<file path="src/rtl/joy_pkg.sv">
// Shared types and constants for the joystick direction repeater.
// JOY_AUTOREPEAT_EN adds the REPEAT state to the FSM encoding.
package joy_pkg;

   localparam logic [1:0] DIR_L = 2'd0;
   localparam logic [1:0] DIR_R = 2'd1;
   localparam logic [1:0] DIR_U = 2'd2;
   localparam logic [1:0] DIR_D = 2'd3;

   typedef enum logic [1:0] {
      ST_IDLE     = 2'd0,
      ST_DEBOUNCE = 2'd1,
      ST_HELD     = 2'd2
`ifdef JOY_AUTOREPEAT_EN
      ,
      ST_REPEAT   = 2'd3
`endif
   } joy_state_e;

   function automatic int unsigned max2(input int unsigned a, input int unsigned b);
      return (a > b) ? a : b;
   endfunction

   // Counter holds values up to max_cnt-1 with a spare bit, so it can never wrap.
   function automatic int unsigned cnt_width(input int unsigned max_cnt);
      return 32'($clog2(max_cnt)) + 32'd1;
   endfunction

endpackage

</file>
<file path="src/rtl/joystick_dir_repeater_if.sv">
// Sample input and button output bundle for joystick_dir_repeater.
interface joystick_dir_repeater_if #(
   parameter int unsigned ADC_W = 10
);
   logic             in_valid;
   logic [ADC_W-1:0] x_axis_in;
   logic [ADC_W-1:0] y_axis_in;
   logic [3:0]       btn_level;
   logic [3:0]       btn_pulse;

   modport master (output in_valid, x_axis_in, y_axis_in, input btn_level, btn_pulse);
   modport slave  (input in_valid, x_axis_in, y_axis_in, output btn_level, btn_pulse);
endinterface

</file>
<file path="src/rtl/joy_dir_fsm.sv">
// Per-direction debounce / hold / auto-repeat state machine.
// JOY_AUTOREPEAT_EN enables the HELD -> REPEAT path.
module joy_dir_fsm
   import joy_pkg::*;
#(
   parameter int unsigned CNT_W   = 6,
   parameter int unsigned DEB_CYC = 16
`ifdef JOY_AUTOREPEAT_EN
   ,
   parameter int unsigned REP_DLY = 500,
   parameter int unsigned REP_PER = 100
`endif
) (
   input  logic clk,
   input  logic rst,
   input  logic raw_active,
   output logic level,
   output logic pulse
);

   localparam logic [CNT_W-1:0] DEB_LAST = CNT_W'(DEB_CYC - 1);
`ifdef JOY_AUTOREPEAT_EN
   localparam logic [CNT_W-1:0] DLY_LAST = CNT_W'(REP_DLY - 1);
   localparam logic [CNT_W-1:0] PER_LAST = CNT_W'(REP_PER - 1);
`endif

   joy_state_e       state_q;
   logic [CNT_W-1:0] cnt_q;

   // Release is tested before any count compare, so it always wins over a due repeat.
   always_ff @(posedge clk or posedge rst) begin
      if (rst) begin
         state_q <= ST_IDLE;
         cnt_q   <= '0;
         level   <= 1'b0;
         pulse   <= 1'b0;
      end else begin
         pulse <= 1'b0;
         case (state_q)
            ST_IDLE: begin
               if (raw_active) begin
                  if (DEB_CYC == 1) begin
                     state_q <= ST_HELD;
                     cnt_q   <= '0;
                     level   <= 1'b1;
                     pulse   <= 1'b1;
                  end else begin
                     state_q <= ST_DEBOUNCE;
                     cnt_q   <= CNT_W'(1);
                  end
               end
            end
            ST_DEBOUNCE: begin
               if (!raw_active) begin
                  state_q <= ST_IDLE;
                  cnt_q   <= '0;
               end else if (cnt_q == DEB_LAST) begin
                  state_q <= ST_HELD;
                  cnt_q   <= '0;
                  level   <= 1'b1;
                  pulse   <= 1'b1;
               end else begin
                  cnt_q <= cnt_q + CNT_W'(1);
               end
            end
            ST_HELD: begin
               if (!raw_active) begin
                  state_q <= ST_IDLE;
                  cnt_q   <= '0;
                  level   <= 1'b0;
               end
`ifdef JOY_AUTOREPEAT_EN
               else if (cnt_q == DLY_LAST) begin
                  state_q <= ST_REPEAT;
                  cnt_q   <= '0;
                  pulse   <= 1'b1;
               end else begin
                  cnt_q <= cnt_q + CNT_W'(1);
               end
`endif
            end
`ifdef JOY_AUTOREPEAT_EN
            ST_REPEAT: begin
               if (!raw_active) begin
                  state_q <= ST_IDLE;
                  cnt_q   <= '0;
                  level   <= 1'b0;
               end else if (cnt_q == PER_LAST) begin
                  cnt_q <= '0;
                  pulse <= 1'b1;
               end else begin
                  cnt_q <= cnt_q + CNT_W'(1);
               end
            end
`endif
            default: begin
               state_q <= ST_IDLE;
               cnt_q   <= '0;
               level   <= 1'b0;
            end
         endcase
      end
   end

endmodule

</file>
<file path="src/rtl/joystick_dir_repeater.sv">
// Two-axis joystick to four debounced direction buttons with optional auto-repeat.
// JOY_AUTOREPEAT_EN enables auto-repeat pulses while a direction is held.
module joystick_dir_repeater
   import joy_pkg::*;
#(
   parameter int unsigned ADC_W   = 10,
   parameter int unsigned TH_LOW  = 200,
   parameter int unsigned TH_HIGH = 800,
   parameter int unsigned HYST    = 32,
   parameter int unsigned DEB_CYC = 16,
   parameter int unsigned REP_DLY = 500,
   parameter int unsigned REP_PER = 100
) (
   input logic                    clk,
   input logic                    rst,
   joystick_dir_repeater_if.slave bus
);

`ifdef JOY_AUTOREPEAT_EN
   localparam int unsigned CNT_W = cnt_width(max2(DEB_CYC, max2(REP_DLY, REP_PER)));
`else
   localparam int unsigned CNT_W = cnt_width(DEB_CYC);
`endif

   localparam logic [ADC_W-1:0] MID      = {1'b1, {(ADC_W-1){1'b0}}};
   localparam logic [ADC_W-1:0] LO_PRESS = ADC_W'(TH_LOW);
   localparam logic [ADC_W-1:0] LO_REL   = ADC_W'(TH_LOW + HYST);
   localparam logic [ADC_W-1:0] HI_PRESS = ADC_W'(TH_HIGH);
   localparam logic [ADC_W-1:0] HI_REL   = ADC_W'(TH_HIGH - HYST);

   if (!(TH_LOW + 2 * HYST < TH_HIGH)) begin : g_bad_thresh
      $error("joystick_dir_repeater: need TH_LOW+HYST < TH_HIGH-HYST");
   end
   if ((ADC_W < 2) || (ADC_W > 31) || ((TH_HIGH >> ADC_W) != 0)) begin : g_bad_width
      $error("joystick_dir_repeater: need 2 <= ADC_W <= 31 and TH_HIGH < 2**ADC_W");
   end
   if ((DEB_CYC < 1) || (DEB_CYC > 65535) || (REP_DLY < 1) || (REP_PER < 1)) begin : g_bad_count
      $error("joystick_dir_repeater: count parameter out of range");
   end

   logic [ADC_W-1:0] x_q;
   logic [ADC_W-1:0] y_q;
   logic [3:0]       raw_q;
   logic [3:0]       raw_c;
   logic [3:0]       level_w;
   logic [3:0]       pulse_w;

   // Midscale reset keeps every direction inactive until real samples arrive.
   always_ff @(posedge clk or posedge rst) begin
      if (rst) begin
         x_q <= MID;
         y_q <= MID;
      end else if (bus.in_valid) begin
         x_q <= bus.x_axis_in;
         y_q <= bus.y_axis_in;
      end
   end

   // Hysteresis band: between press and release thresholds the last raw state holds.
   always_comb begin
      raw_c = raw_q;
      if (x_q < LO_PRESS)       raw_c[DIR_L] = 1'b1;
      else if (x_q >= LO_REL)   raw_c[DIR_L] = 1'b0;
      if (x_q > HI_PRESS)       raw_c[DIR_R] = 1'b1;
      else if (x_q <= HI_REL)   raw_c[DIR_R] = 1'b0;
      if (y_q > HI_PRESS)       raw_c[DIR_U] = 1'b1;
      else if (y_q <= HI_REL)   raw_c[DIR_U] = 1'b0;
      if (y_q < LO_PRESS)       raw_c[DIR_D] = 1'b1;
      else if (y_q >= LO_REL)   raw_c[DIR_D] = 1'b0;
   end

   always_ff @(posedge clk or posedge rst) begin
      if (rst) raw_q <= '0;
      else     raw_q <= raw_c;
   end

   for (genvar i = 0; i < 4; i++) begin : g_dir
      joy_dir_fsm #(
         .CNT_W   (CNT_W),
         .DEB_CYC (DEB_CYC)
`ifdef JOY_AUTOREPEAT_EN
         ,
         .REP_DLY (REP_DLY),
         .REP_PER (REP_PER)
`endif
      ) u_fsm (
         .clk        (clk),
         .rst        (rst),
         .raw_active (raw_c[i]),
         .level      (level_w[i]),
         .pulse      (pulse_w[i])
      );
   end

   assign bus.btn_level = level_w;
   assign bus.btn_pulse = pulse_w;

endmodule
</file>
<file path="src/flat_wrapper.sv">
// flat-port wrapper written by rule: the top's interface ports become plain ports
module joystick_dir_repeater_flat import joy_pkg::*;
#(
   parameter int unsigned ADC_W   = 10,
   parameter int unsigned TH_LOW  = 200,
   parameter int unsigned TH_HIGH = 800,
   parameter int unsigned HYST    = 32,
   parameter int unsigned DEB_CYC = 16,
   parameter int unsigned REP_DLY = 500,
   parameter int unsigned REP_PER = 100
)
  (clk, rst, bus_in_valid, bus_x_axis_in, bus_y_axis_in, bus_btn_level, bus_btn_pulse);
  joystick_dir_repeater_if #(.ADC_W(ADC_W)) bus_i ();
  input logic clk;
  input logic rst;
  input wire logic [$bits(bus_i.in_valid)-1:0] bus_in_valid;
  input wire logic [$bits(bus_i.x_axis_in)-1:0] bus_x_axis_in;
  input wire logic [$bits(bus_i.y_axis_in)-1:0] bus_y_axis_in;
  output wire logic [$bits(bus_i.btn_level)-1:0] bus_btn_level;
  output wire logic [$bits(bus_i.btn_pulse)-1:0] bus_btn_pulse;
  assign bus_i.in_valid = bus_in_valid;
  assign bus_i.x_axis_in = bus_x_axis_in;
  assign bus_i.y_axis_in = bus_y_axis_in;
  assign bus_btn_level = bus_i.btn_level;
  assign bus_btn_pulse = bus_i.btn_pulse;
  joystick_dir_repeater #(.ADC_W(ADC_W), .TH_LOW(TH_LOW), .TH_HIGH(TH_HIGH), .HYST(HYST), .DEB_CYC(DEB_CYC), .REP_DLY(REP_DLY), .REP_PER(REP_PER)) u_core (.clk(clk), .rst(rst), .bus(bus_i));
endmodule
</file>
<file path="config.mk">
export PLATFORM = sky130hd
export DESIGN_NAME = joystick_dir_repeater_flat
export DESIGN_NICKNAME = d
export VERILOG_FILES = /design/src/rtl/joy_pkg.sv /design/src/rtl/joystick_dir_repeater_if.sv /design/src/rtl/joy_dir_fsm.sv /design/src/rtl/joystick_dir_repeater.sv /design/src/flat_wrapper.sv
export SDC_FILE = /design/constraint.sdc
export NUM_CORES = 1
export LEC_CHECK = 0
export BUFFER_PORTS_ARGS = -buffer_cell sky130_fd_sc_hd__buf_2
export CAP_MARGIN = 20
export CORE_ASPECT_RATIO = 0.5
export CORE_MARGIN = 5
export CORE_UTILIZATION = 50
export DETAILED_ROUTE_END_ITERATION = 12
export HOLD_SLACK_MARGIN = 0.08
export PLACE_DENSITY = 0.7
export SLEW_MARGIN = 10
export SYNTH_ARGS = -nofsm -noshare
export SYNTH_HDL_FRONTEND = slang
export SYNTH_SLANG_ARGS = --single-unit
</file>
<file path="constraint.sdc">
create_clock -name clk -period 1.95 [get_ports clk]
set_input_delay 0 -clock clk [delete_from_list [all_inputs] [get_ports clk]]
set_output_delay 0 -clock clk [all_outputs]
set_load 0.005 [all_outputs]
</file>
# [Word level (Yosys, flattened, before mapping)]
# Cells that the tools add are included.
[word_totals] regBits=60 mem_bits_rw=0 out_inout_bits=8 mem_count=0 wordCells=159 romBits=0 latch_bits=0 input_bits=23
[op_classes] n_mux=76 shift=0 reduce_logical=16 n_bitwise=4 multipliers=0 n_div=0 add_sub_neg=4 n_lt_le_gt_ge=8 n_eq_ne=32
[ops] cell="two-way mux 5 bit" count=16
[ops] cell="one-hot mux 5 bit (3 select lines)" count=4
[ops] cell="two-way mux 1 bit" count=32
[ops] cell="two-way mux 2 bit" count=16
[ops] cell="inequality test 2 bit, second input constant" count=16
[ops] cell="one-hot mux 2 bit (3 select lines)" count=4
[ops] cell="adder 5 x 1 -> 5 bit, second input constant" count=4
[ops] cell="== test 5 x 4 -> 1 bit, second input constant" count=4
[ops] cell="greater-or-equal comparator 10 x 8 -> 1 bit, second input constant" count=2
[ops] cell="> comparator 10 bit, second input constant" count=2
[ops] cell="<= comparator 10 bit, second input constant" count=2
[ops] cell="< comparator 10 x 8 -> 1 bit, second input constant" count=2
[ops] cell="AND reduction 4 bit" count=4
[ops] cell="inequality test 3 bit, second input constant" count=4
[ops] cell="one-hot mux 1 bit (3 select lines)" count=4
[ops] cell="AND reduction 3 bit" count=4
[ops] cell="== test 2 x 1 -> 1 bit, second input constant" count=4
[ops] cell="== test 2 bit, second input constant" count=4
[ops] cell="logical NOT 2 bit" count=4
[ops] cell="AND reduction 2 bit" count=4
[ops] cell="inverter 1 bit" count=4

# [Longest topological paths before layout]
[logic_depth] ltp_word=5 mapped_depth=8

# [Modules after synthesis]
# Synthesis repeated with hierarchy kept, for this count alone.
[hier_totals] hier_cells=257 hier_area_um2=3009.1
[modules_own_cells] module="joy_dir_fsm" cells_per_inst=48 instances=4 area_each_um2=506.7
[modules_own_cells] module="joystick_dir_repeater" cells_per_inst=65 instances=1 area_each_um2=982.2

# [Worst setup path after synthesis]
# No wires, ideal clock.
[synth_timing] kind="flip-flop to flip-flop" start="register u_core.y_q[2]" end="register u_core.g_dir[2].u_fsm.cnt_q[1]" path_stages_with_launch=9 t_arrival_ps=1877 t_required_ps=1830 synth_period_minus_slack_ps=1997 path_slack_ps=-47 cell_sequence="dfrtp_1 > or4_4 > a2111oi_2 > or3_1 > buf_6 > inv_4 > buf_6 > xnor2_2 > a31o_1"
[synth_via] elab_chain_cells=5 word_cells_on_any_way=9 cone_classes="order compare (2); eq/ne (2); mux (4); reduce/logical (1)"
[synth_rtl] item="start, declared" line="joystick_dir_repeater.sv:42" source="logic [ADC_W-1:0] y_q;"
[synth_rtl] item="start signal, assigned" line="joystick_dir_repeater.sv:55" source="y_q <= bus.y_axis_in;"
[synth_rtl] item="<= comparator 10 bit" line="joystick_dir_repeater.sv:67" source="else if (y_q <= HI_REL) raw_c[DIR_U] = 1'b0;"
[synth_rtl] item="two-way mux 1 bit" line="joystick_dir_repeater.sv:67"
[synth_rtl] item="two-way mux 1 bit (*)" line="joystick_dir_repeater.sv:66" source="if (y_q > HI_PRESS) raw_c[DIR_U] = 1'b1;"
[synth_rtl] item="via u_core.g_dir[2].u_fsm.raw_active" line="joy_dir_fsm.sv:16" source="input logic raw_active,"
[synth_rtl] item="two-way mux 5 bit or inequality test 2 bit (tied branches)"
[synth_rtl] item="one-hot mux 5 bit (3 select lines) or AND reduction 2 bit (tied branches)"
[synth_rtl] item="end signal, assigned" line="joy_dir_fsm.sv:63" source="cnt_q <= cnt_q + CNT_W'(1);"
[synth_rtl] item="end, declared" line="joy_dir_fsm.sv:28" source="logic [CNT_W-1:0] cnt_q;"
# The timed path passes the listed nets; every way through them passes the cells marked *.
# A chain may end at the register's enable or synchronous reset.

# [Final worst setup path]
[layout_timing] start="register u_core.x_q[0]" end="register u_core.g_dir[1].u_fsm.cnt_q[1]"
[layout_via] elab_chain_cells=5 word_cells_on_any_way=9 cone_classes="order compare (2); eq/ne (2); mux (4); reduce/logical (1)"
[layout_rtl] item="start, declared" line="joystick_dir_repeater.sv:41" source="logic [ADC_W-1:0] x_q;"
[layout_rtl] item="start signal, assigned" line="joystick_dir_repeater.sv:54" source="x_q <= bus.x_axis_in;"
[layout_rtl] item="<= comparator 10 bit" line="joystick_dir_repeater.sv:65" source="else if (x_q <= HI_REL) raw_c[DIR_R] = 1'b0;"
[layout_rtl] item="two-way mux 1 bit" line="joystick_dir_repeater.sv:65"
[layout_rtl] item="two-way mux 1 bit (*)" line="joystick_dir_repeater.sv:64" source="if (x_q > HI_PRESS) raw_c[DIR_R] = 1'b1;"
[layout_rtl] item="two-way mux 5 bit or inequality test 2 bit (tied branches)"
[layout_rtl] item="one-hot mux 5 bit (3 select lines) or AND reduction 2 bit (tied branches)"
[layout_rtl] item="end signal, assigned" line="joy_dir_fsm.sv:63"
[layout_rtl] item="end, declared" line="joy_dir_fsm.sv:28"
# Every way passes the cells marked *; elsewhere a longest branch is shown, timed or not.

==> results.py <==
metrics = {
    "layout": {
        "layout-drive-gt1-share_pct": 29.33,
        "area.growth.synth_to_final_pct": 24.57,
        "final_area_sq_um": 3769,
        "n_antenna_cell": 0,
        "nets": 363,
        "mostFrequentLayoutCells": "dfrtp_1 (58), buf_2 (30), mux2_2 (22)",
        "mostFrequentLayoutCell": "dfrtp_1",
    },
    "power": {
        "combPwrFrac_pct": 13.6,
        "powerDensity_nw_per_um2": 899.9,
        "p_int_mw": 2.524,
        "leakage_nw": 1.677,
        "clockPowerShare_pct": 42.8,
        "seq_power_share_pct": 43.6,
        "p_sw_mw": 0.8677,
        "vdd_drop_max_v": 0.0004548,
        "switching_share_pct": 25.59,
    },
    "detailed_routing": {
        "drt_pass1_iterations": 4,
        "drt-initial-drc-count": 115,
        "drcViolationCount": 0,
        "viasPerCell": 5.478,
        "vias": 2290,
        "wl_per_cell_um": 15.10,
        "drtAntennaViolNets": 0,
        "wl_mm": 6.312,
    },
    "synth": {
        "synth_flop_cell": "dfrtp_1",
        "synth_seq_cells": 60,
        "syn_area_sq_um": 3025,
        "syn_nets": 310,
        "synth.area.top_cells": "dfrtp_1 (48%), mux2_2 (8.2%), nand2_1 (2.4%)",
        "synth_cells": 283,
        "seq_area_frac_synth_pct": 49.71,
        "yosys.cell_types.count": 54,
        "yosys.area.top_type_share_pct": 47.97,
        "synth_edf_count": 0,
        "syn_avg_cell_area_sq_um": 10.69,
        "yosys.area.top_type": "dfrtp_1",
        "yosys_warnings": 0,
        "synthArstFlopShare_pct": 100.0,
    },
    "sta": {
        "maxSlewHeadroom_pct": 65.75,
        "min_period_ns": 1.978,
        "post-route-period-util_pct": 101.4,
        "hold_ws_ns": 0.2325,
        "worst_pin_slew_ns": 0.5137,
        "setup_slack_ns": -0.02810,
        "setup_viol": 2,
        "final_hold_viol_count": 0,
        "finClkSkew_ns": 0.007663,
        "maxClockFrequency_mhz": 505.5,
        "maxSlewViolCount": 0,
        "rsz0062_at_grt": "yes",
    },
    "placement": {
        "dp_slack_ns": -0.06431,
        "gp_congestion": 0.8401,
        "dpl_cell_area_sq_um": 3238,
        "io_buffers": 30,
        "dp_hpwl_mm": 4.011,
    },
    "setup_path": {
        "reg2regPathDepth": 6,
        "timing.rr.start": "u_core.x_q[0]",
        "cp_num_buf_inv": 1,
        "rrSetupSlack_ns": -0.03,
        "critPathTopFamily": "simple AND/OR/NAND/NOR gates",
        "critPathArrivalTime_ns": 2.19,
        "crit_path_max_incr_delay_ns": 0.55,
        "slowest_stage": "or4_4",
        "crit_fanout": 3,
        "worst_r2r_endpoint": "u_core.g_dir[1].u_fsm.cnt_q[1]",
        "end_kind": "register",
        "critical_path.startpoint_type": "register",
        "crit_chain": "or4_4 > a2111oi_4 > buf_4 > o31ai_2 > nor3b_2 > a32o_1",
        "worstSetupPathType": "register to register",
        "worstPathRequired_ns": 2.16,
    },
    "clocking": {
        "clk_pin_slew_worst_paths_ns": 0.05,
        "clock_sinks": 60,
        "h-tree-depth": 3,
        "cts_made_buffers": 9,
        "cts_root_buf": "clkbuf_16",
        "clk_latency_ns": 0.33,
        "post_cts_buffers": 0,
        "cts_tree": "done",
        "clockBufferDepth": 2,
    },
    "global_route": {
        "grt_pass1_wl_mm": 10.61,
        "track_usage_pct": 17.37,
        "first_global_vias": 2341,
        "globalRouteMet1Util_pct": 19.91,
        "grt_util_met3_pct": 6.016,
        "grt_max_degree": 61,
        "antenna_found_initial": 0,
        "grt_overflow_total": 0,
        "met2_usage_pct": 30.05,
        "grt_busiest_layer": "met2",
    },
    "floorplan": {
        "die_y_um": 65.01,
        "die_area_sq_um": 7801,
        "die_width_um": 120.0,
        "ioPinCount": 31,
        "placementRows": 20,
        "start_util_pct": 50.59,
        "coreArea_sq_um": 5981,
    },
    "status": {
        "violations": "negative setup slack",
        "status": "finished, violations left",
    },
    "worst_hold_path": {
        "hold_class": "primary input to register",
        "whs_endpoint": "u_core.x_q[3]",
        "hold-path-cell-count": 2,
        "hp-start": "bus_in_valid",
    },
    "job": {
        "cap_viol_max_count": 0,
    },
}
[cell families (layout without fill, tap and decap cells)]
logic type | count (synthesis) | in the layout | synth area share, %
xor+xnor | 6 | 6 | 1.986
flops | 60 | 60 | 49.71
mux | 28 | 28 | 10.17
fa+ha+maj | 8 | 8 | 2.978
compound gates | 48 | 48 | 12.16
buf+inv | 38 | 96 | 6.576
simple gates | 95 | 95 | 16.42
[power by group through the flow]
| stage | combinational (mW) | sequential (mW) | clock (mW) |
|---|---|---|---|
| after floorplan | 0.334 | 1.44 | 0 |
| after global placement | 0.395 | 1.49 | 0 |
| after detailed placement | 0.409 | 1.49 | 0 |
| after CTS | 0.456 | 1.47 | 1.47 |
| after global routing | 0.515 | 1.49 | 1.54 |
| final | 0.461 | 1.48 | 1.45 |
[per-stage QoR]
step                util [%]  TNS (ns)  power (mW)  cells
global route           63.01   -0.2333       3.550    418
detailed placement     54.14   -0.1865       1.902    381
CTS                    62.70  -0.02303       3.403    418
finish                 63.01  -0.03901       3.391    418
global placement       54.14  -0.06059       1.880    381
floorplan                  -         0       1.777    283
[what timing repair did]
action                     in CTS  in global routing
gates resized for setup         6                  4
cloned                          0                  0
setup endpoints to repair       7                  8
pin swaps                       3                  2
hold endpoints to repair       80                  0
hold buffers                   21                  0
[flip-flops by register name, summed over array words and instances, names as in the netlist]
| name | cells |
|---|---|
| u_core.x_q | 10 |
| u_core.g_dir.u_fsm.cnt_q | 20 |
| u_core.g_dir.u_fsm.state_q | 8 |
| u_core.raw_q | 4 |
| u_core.y_q | 10 |
| u_core.g_dir.u_fsm.level | 4 |
| u_core.g_dir.u_fsm.pulse | 4 |
[metal layers]
layer  up-vias  share of wire (%)
li1       1118                  -
met1      1123                 45
met2        36                 50
met3        13                4.0
met4         0                1.7
met5         -                  0
[final cells by class]
type                    instances  area (sq um)
clock buffers                  14         264.0
repair buffers                 62         459.2
fillers                       457          2212
inverters                      18         72.57
clock inverters                 2         10.01
multi-input cells             185          1363
well taps                      77         96.34
flip-flops and latches         60          1504
[worst max path at each step]
stage,depth (start not counted),slack [ns],startpoint,endpoint
after floorplan,8,0.02,u_core.y_q[2],u_core.g_dir[2].u_fsm.cnt_q[1]
after global placement,5,-0.03,u_core.x_q[0],u_core.g_dir[1].u_fsm.cnt_q[1]
after detailed placement,5,-0.06,u_core.x_q[0],u_core.g_dir[1].u_fsm.cnt_q[1]
after CTS,6,-0.02,u_core.x_q[0],u_core.g_dir[1].u_fsm.cnt_q[1]
after global routing,6,-0.11,u_core.x_q[0],u_core.g_dir[1].u_fsm.cnt_q[1]
final,6,-0.03,u_core.x_q[0],u_core.g_dir[1].u_fsm.cnt_q[1]
[Yosys cell counts, types with 2 or more instances]
cell type,count
xor2_1,2
mux2_2,22
o22ai_1,2
nor3b_1,2
nand3b_1,2
a32o_1,3
nor3_1,7
nand4_1,3
nand2b_1,10
o211ai_1,2
xnor2_1,3
nor2_1,17
nor4_1,4
a31oi_1,5
nand2_1,19
mux2i_1,6
buf_6,3
a21oi_1,7
ha_1,4
and3_1,3
o21ai_0,8
buf_4,8
clkbuf_1,8
nand3_1,14
and3_2,2
dfstp_2,2
nor2b_1,2
or4_4,2
maj3_1,4
a31o_2,2
inv_1,15
a2111oi_0,2
and2_1,2
o32ai_1,6
inv_2,2
dfrtp_1,58
or3_1,2
or2_2,2
Power figures use the tool's default switching activity.
